<file path="src/rtl/periph_interco_pkg.sv">
// Shared definitions for the peripheral interconnect arbiters.
// Holds the arbiter FSM state type and the round-robin wrap helper.
package periph_interco_pkg;

   typedef enum logic [0:0] {
      StIdle,
      StLocked
   } arb_state_e;

   localparam int unsigned N_MASTER_DEFAULT = 16;
   localparam int unsigned LOG_MASTER       = $clog2(N_MASTER_DEFAULT);

   // Increment modulo n; keeps the pointer valid for non-power-of-2 master counts.
   function automatic int unsigned rr_next(input int unsigned idx, input int unsigned n);
      if (idx + 1 >= n) begin
         return 32'd0;
      end
      return idx + 1;
   endfunction

endpackage

</file>
<file path="src/rtl/rr_prio_select.sv">
// Rotating-priority selector: finds the first asserted request at or after ptr,
// wrapping around, and returns it one-hot and as an index.
module rr_prio_select #(
   parameter int unsigned N_REQ     = 16,
   parameter int unsigned IDX_WIDTH = 4
) (
   input  logic [N_REQ-1:0]     req,
   input  logic [IDX_WIDTH-1:0] ptr,
   output logic [N_REQ-1:0]     onehot,
   output logic [IDX_WIDTH-1:0] idx,
   output logic                 found
);

   int unsigned          pos;
   logic [IDX_WIDTH-1:0] pos_idx;

   always_comb begin
      onehot  = '0;
      idx     = '0;
      found   = 1'b0;
      pos     = 32'd0;
      pos_idx = '0;
      for (int unsigned i = 0; i < N_REQ; i++) begin
         // ptr is always < N_REQ, so a single subtraction is enough to wrap
         pos = 32'(ptr) + i;
         if (pos >= N_REQ) begin
            pos = pos - N_REQ;
         end
         pos_idx = IDX_WIDTH'(pos);
         if (!found && req[pos_idx]) begin
            found           = 1'b1;
            idx             = pos_idx;
            onehot[pos_idx] = 1'b1;
         end
      end
   end

endmodule

</file>
<file path="src/rtl/per_slave_rr_arbiter.sv">
// Per-slave round-robin arbiter: shares one peripheral slave port between N_MASTER
// requesters, locks the selection until granted, and back-routes registered responses.
module per_slave_rr_arbiter
   import periph_interco_pkg::*;
#(
   parameter int unsigned N_MASTER   = 16,
   parameter int unsigned ID_WIDTH   = 16,
   parameter int unsigned ADDR_WIDTH = 32,
   parameter int unsigned DATA_WIDTH = 32,
   parameter int unsigned BE_WIDTH   = DATA_WIDTH / 8
) (
   input  logic                           clk,
   input  logic                           rst_n,
   input  logic [N_MASTER-1:0]            data_req_i,
   input  logic [N_MASTER*ADDR_WIDTH-1:0] data_add_i,
   input  logic [N_MASTER-1:0]            data_wen_i,
   input  logic [N_MASTER*DATA_WIDTH-1:0] data_wdata_i,
   input  logic [N_MASTER*BE_WIDTH-1:0]   data_be_i,
   input  logic [N_MASTER*ID_WIDTH-1:0]   data_ID_i,
   output logic [N_MASTER-1:0]            data_gnt_o,
   output logic                           data_req_o,
   output logic [ADDR_WIDTH-1:0]          data_add_o,
   output logic                           data_wen_o,
   output logic [DATA_WIDTH-1:0]          data_wdata_o,
   output logic [BE_WIDTH-1:0]            data_be_o,
   output logic [ID_WIDTH-1:0]            data_ID_o,
   input  logic                           data_gnt_i,
   input  logic                           data_r_valid_i,
   input  logic [ID_WIDTH-1:0]            data_r_ID_i,
   output logic [N_MASTER-1:0]            data_r_valid_o
);

   localparam int unsigned LOG_M = $clog2(N_MASTER);

   arb_state_e          state_q, state_d;
   logic [LOG_M-1:0]    rr_ptr_q, rr_ptr_d;
   logic [LOG_M-1:0]    lock_idx_q, lock_idx_d;
   logic [N_MASTER-1:0] r_valid_q;

   logic [N_MASTER-1:0] win_onehot;
   logic [LOG_M-1:0]    win_idx;
   logic                win_found;

   logic [LOG_M-1:0]    sel_idx;
   logic                req_sel;
   logic [N_MASTER-1:0] gnt_vec;

   rr_prio_select #(
      .N_REQ    (N_MASTER),
      .IDX_WIDTH(LOG_M)
   ) u_prio_select (
      .req   (data_req_i),
      .ptr   (rr_ptr_q),
      .onehot(win_onehot),
      .idx   (win_idx),
      .found (win_found)
   );

   always_comb begin
      state_d    = state_q;
      rr_ptr_d   = rr_ptr_q;
      lock_idx_d = lock_idx_q;
      sel_idx    = win_found ? win_idx : rr_ptr_q;
      req_sel    = 1'b0;
      gnt_vec    = '0;
      unique case (state_q)
         StIdle: begin
            req_sel = win_found;
            if (win_found) begin
               gnt_vec = win_onehot & {N_MASTER{data_gnt_i}};
               if (data_gnt_i) begin
                  rr_ptr_d = LOG_M'(rr_next(32'(win_idx), N_MASTER));
               end else begin
                  lock_idx_d = win_idx;
                  state_d    = StLocked;
               end
            end
         end
         StLocked: begin
            // Hold the selection until the slave accepts, ignoring other requesters
            sel_idx = lock_idx_q;
            req_sel = data_req_i[lock_idx_q];
            if (!req_sel) begin
               state_d = StIdle;
            end else if (data_gnt_i) begin
               gnt_vec[lock_idx_q] = 1'b1;
               rr_ptr_d            = LOG_M'(rr_next(32'(lock_idx_q), N_MASTER));
               state_d             = StIdle;
            end
         end
         default: state_d = StIdle;
      endcase
   end

   always_ff @(posedge clk or negedge rst_n) begin
      if (!rst_n) begin
         state_q    <= StIdle;
         rr_ptr_q   <= '0;
         lock_idx_q <= '0;
         r_valid_q  <= '0;
      end else begin
         state_q    <= state_d;
         rr_ptr_q   <= rr_ptr_d;
         lock_idx_q <= lock_idx_d;
         r_valid_q  <= {N_MASTER{data_r_valid_i}} & data_r_ID_i[N_MASTER-1:0];
      end
   end

   // Requests are combinational, so silence them while reset is held
   assign data_req_o = req_sel & rst_n;
   assign data_gnt_o = gnt_vec & {N_MASTER{rst_n}};

   assign data_add_o   = data_add_i[32'(sel_idx)*ADDR_WIDTH +: ADDR_WIDTH];
   assign data_wen_o   = data_wen_i[sel_idx];
   assign data_wdata_o = data_wdata_i[32'(sel_idx)*DATA_WIDTH +: DATA_WIDTH];
   assign data_be_o    = data_be_i[32'(sel_idx)*BE_WIDTH +: BE_WIDTH];
   assign data_ID_o    = data_ID_i[32'(sel_idx)*ID_WIDTH +: ID_WIDTH];

   assign data_r_valid_o = r_valid_q;

endmodule

</file>
<file path="config.mk">
export PLATFORM = sky130hd
export DESIGN_NAME = per_slave_rr_arbiter
export DESIGN_NICKNAME = d
export VERILOG_FILES = /design/src/rtl/periph_interco_pkg.sv /design/src/rtl/rr_prio_select.sv /design/src/rtl/per_slave_rr_arbiter.sv
export SDC_FILE = /design/constraint.sdc
export NUM_CORES = 1
export LEC_CHECK = 0
export CAP_MARGIN = 20
export CORE_AREA = 2 2 585 587
export CTS_BUF_LIST = sky130_fd_sc_hd__clkbuf_4
export DETAILED_ROUTE_END_ITERATION = 8
export DIE_AREA = 0 0 587 589
export PLACE_DENSITY_LB_ADDON = 0.3
export SYNTH_ARGS = -nofsm -noshare
export SYNTH_HDL_FRONTEND = slang
export SYNTH_HIERARCHICAL = 1
export SYNTH_SLANG_ARGS = --single-unit
</file>
<file path="constraint.sdc">
create_clock -name clk -period 13.1 [get_ports clk]
set_input_delay 1.965 -clock clk [delete_from_list [all_inputs] [get_ports clk]]
set_output_delay 1.965 -clock clk [all_outputs]
set_load 0.01 [all_outputs]
</file>
==> impl_metrics.ini <==
[run_status]
status = complete, no violations

[floorplanning]
initial_core_util = 0.0497
die_w_um = 587
ioPinCount = 1514
die_h_um = 589
rows = 214
dieArea_um2 = 346000
coreArea_um2 = 339000

[sta]
skew_ns = 0.00793
maxSlewViolCount = 0
fin_crit_ns = 12.02
finalCritPeriodShare = 0.917
slew_headroom = 0.250
clock.fmax_mhz = 83.2
fin_setup_tns_ns = 0
tightest_slew_ns = 1.12
finalHoldViolCount = 0
rsz0062_at_grt = false
setup_violations = 0

[critical_path]
crit_path_end_kind = output port
worst_ep_required_time_ns = 11.14
cp_max_fo = 63
crit_type = primary input to output port
critPathLaunchType = primary input
crit_arrival_ns = 10.05

[clocking]
cts_sinks = 25
cts_tree = built
clk_path_buf_depth = 2
root_buffer = clkbuf_4
post_cts_buffers = 0
clkTransAtPathRegs_ns = 0.19
cts_resized = 0
cts_made_buffers = 3
cts_hold_buf = 0
cts-htree-levels = 1
clock_latency_ns = 0.41

[routing]
drtAntennaViolNets = 0
first_iter_violations = 2108
wire_per_inst_um = 27.4
vias = 25900
wl_um = 225000
drc = 0
firstDrtPassIters = 6
vias_per_cell = 3.16

[synthesis]
synthTopCellsByArea = mux2i_1, o22ai_1, mux4_2
netlist_area_um2 = 16800
synth_top_area_frac = 0.415
synth_nets = 3619
synthMostInstantiatedCell = mux2i_1
synth-main-ff-cell = dfrtp_1
synth_edf_count = 0
synth_seq_cells = 25
syn_inst = 2205
synth_top_cell_by_area = mux2i_1
syn_avg_cell_area_um2 = 7.64
yosysSeqAreaShare = 0.0371
yosys-top-cells-count = mux2i_1, o22ai_1, nor2_1
ys_types = 84
async_flop_share = 1.00
yosys_warnings = 6

[placement]
dpl.hpwl_um = 200000
gp_congestion = 0.949
place_area_um2 = 37600
port_buffers = 1513

[global_routing]
antenna_found_initial = 138
grt.total_usage = 0.123
busiest_layer = met2
grt_max_degree = 111
met3_usage = 0.0373
grt_pass1_vias = 26100
met2_usage = 0.205
grt_overflow = 0
grt.met1_usage = 0.156
grt_pass1_wl_um = 282000

[worst_hold_path]
hp-class = register to register

[run]
cap_violations = 0

[finish]
design_area_um2 = 37800
syn_to_final_growth_pct = 125
fin_nets = 5031
drive_gt1_frac = 0.0644
path summary, 6_finish.rpt:
check | to | slack (ns) | startpoint | cells after the start
hold / removal | lock_idx_q[2]$_DFFE_PN0P_ | 0.81 | lock_idx_q[2]$_DFFE_PN0P_ | 1
setup reg to reg | rr_ptr_q[3]$_DFFE_PN0P_ | 6.72 | rr_ptr_q[2]$_DFFE_PN0P_ | 14
setup / recovery | data_add_o[8] | 1.08 | data_req_i[0] | 17
min in group asynchronous | data_r_valid_o[5]$_DFF_PN0_ | 1.99 | rst_n | 2
max in group asynchronous | rr_ptr_q[2]$_DFFE_PN0P_ | 10.75 | rst_n | 2
hold reg to reg | lock_idx_q[2]$_DFFE_PN0P_ | 0.81 | lock_idx_q[2]$_DFFE_PN0P_ | 1
cells in the final DEF (no fill, tap or decap), drive strengths merged, types with 5 or more instances in the layout:
| cell | n |
|---|---|
| a31oi | 13 |
| and3 | 10 |
| mux2 | 22 |
| buf | 129 |
| ha | 18 |
| a22oi | 5 |
| nand2b | 6 |
| o21ai | 209 |
| nand3 | 59 |
| nand4 | 10 |
| nor2b | 6 |
| o221ai | 15 |
| a21oi | 61 |
| nor3 | 27 |
| a311oi | 8 |
| nand2 | 90 |
| o22ai | 344 |
| inv | 11 |
| clkdlybuf4s50 | 1506 |
| diode | 57 |
| a22o | 14 |
| xnor2 | 10 |
| mux4 | 33 |
| o211ai | 14 |
| nor2 | 162 |
| dfrtp | 25 |
| and2 | 22 |
| mux2i | 698 |
final cells by class:
cell class / count / area, um^2
Tap cell: 4536 / 5680
Clock buffer: 3 / 22.5
Antenna cell: 57 / 143
Clock inverter: 1 / 7.51
Multi-Input combinational cell: 1940 / 15000
Inverter: 12 / 45.0
Timing Repair Buffer: 1635 / 16300
Fill cell: 39400 / 301000
Sequential cell: 25 / 627
sequential cells by signal, summed over array words and instances, names as in the netlist:
signal / count
data_r_valid_o: 16
state_q: 1
lock_idx_q: 4
rr_ptr_q: 4
per-layer routing:
layer	vias up	wire length, um
met2	1575	104000
met1	12500	94900
met5	-	312
li1	11600	-
met3	242	20300
met4	46	5280
worst max-delay path: stages:
cell and delay, ns:
clkdlybuf4s50_1 0.56, mux4_2 0.55, mux4_2 0.83, a2111oi_4 0.56
and4_4 0.43, nand4_2 0.24, nor3_2 0.70, inv_2 0.13
o221a_2 0.34, mux2_2 0.30, o21a_1 0.27, nand2_8 0.53
buf_12 0.35, o22ai_1 0.19, o21ai_1 0.76, o21ai_1 0.50
clkdlybuf4s50_1 0.63
stage by stage:
stage / setup WS, ns / hold WS (ns) / cells / util
floorplan: 5.04 / 0.562 / 2205 / -
global placement: 0.688 / 0.775 / 8139 / 0.111
detailed placement: 1.01 / 0.767 / 8148 / 0.111
CTS: 0.979 / 0.817 / 8152 / 0.111
global route: 0.718 / 0.877 / 8168 / 0.111
finish: 1.08 / 0.812 / 8209 / 0.112
cells by family (layout without fill, tap and decap cells):
kind of cell | Yosys count | count (layout) | synth area share
flops | 25 | 25 | 0.0371
mux | 753 | 753 | 0.474
simple gates | 414 | 414 | 0.116
compound gates | 741 | 741 | 0.272
xor+xnor | 14 | 14 | 0.00728
other cells | 0 | 57 | 0
buf+inv | 240 | 1651 | 0.0802
fa+ha+maj | 18 | 18 | 0.0134
Power is not shown: default switching activity piles up to over one toggle a cycle in this logic, so the estimate is an artifact.
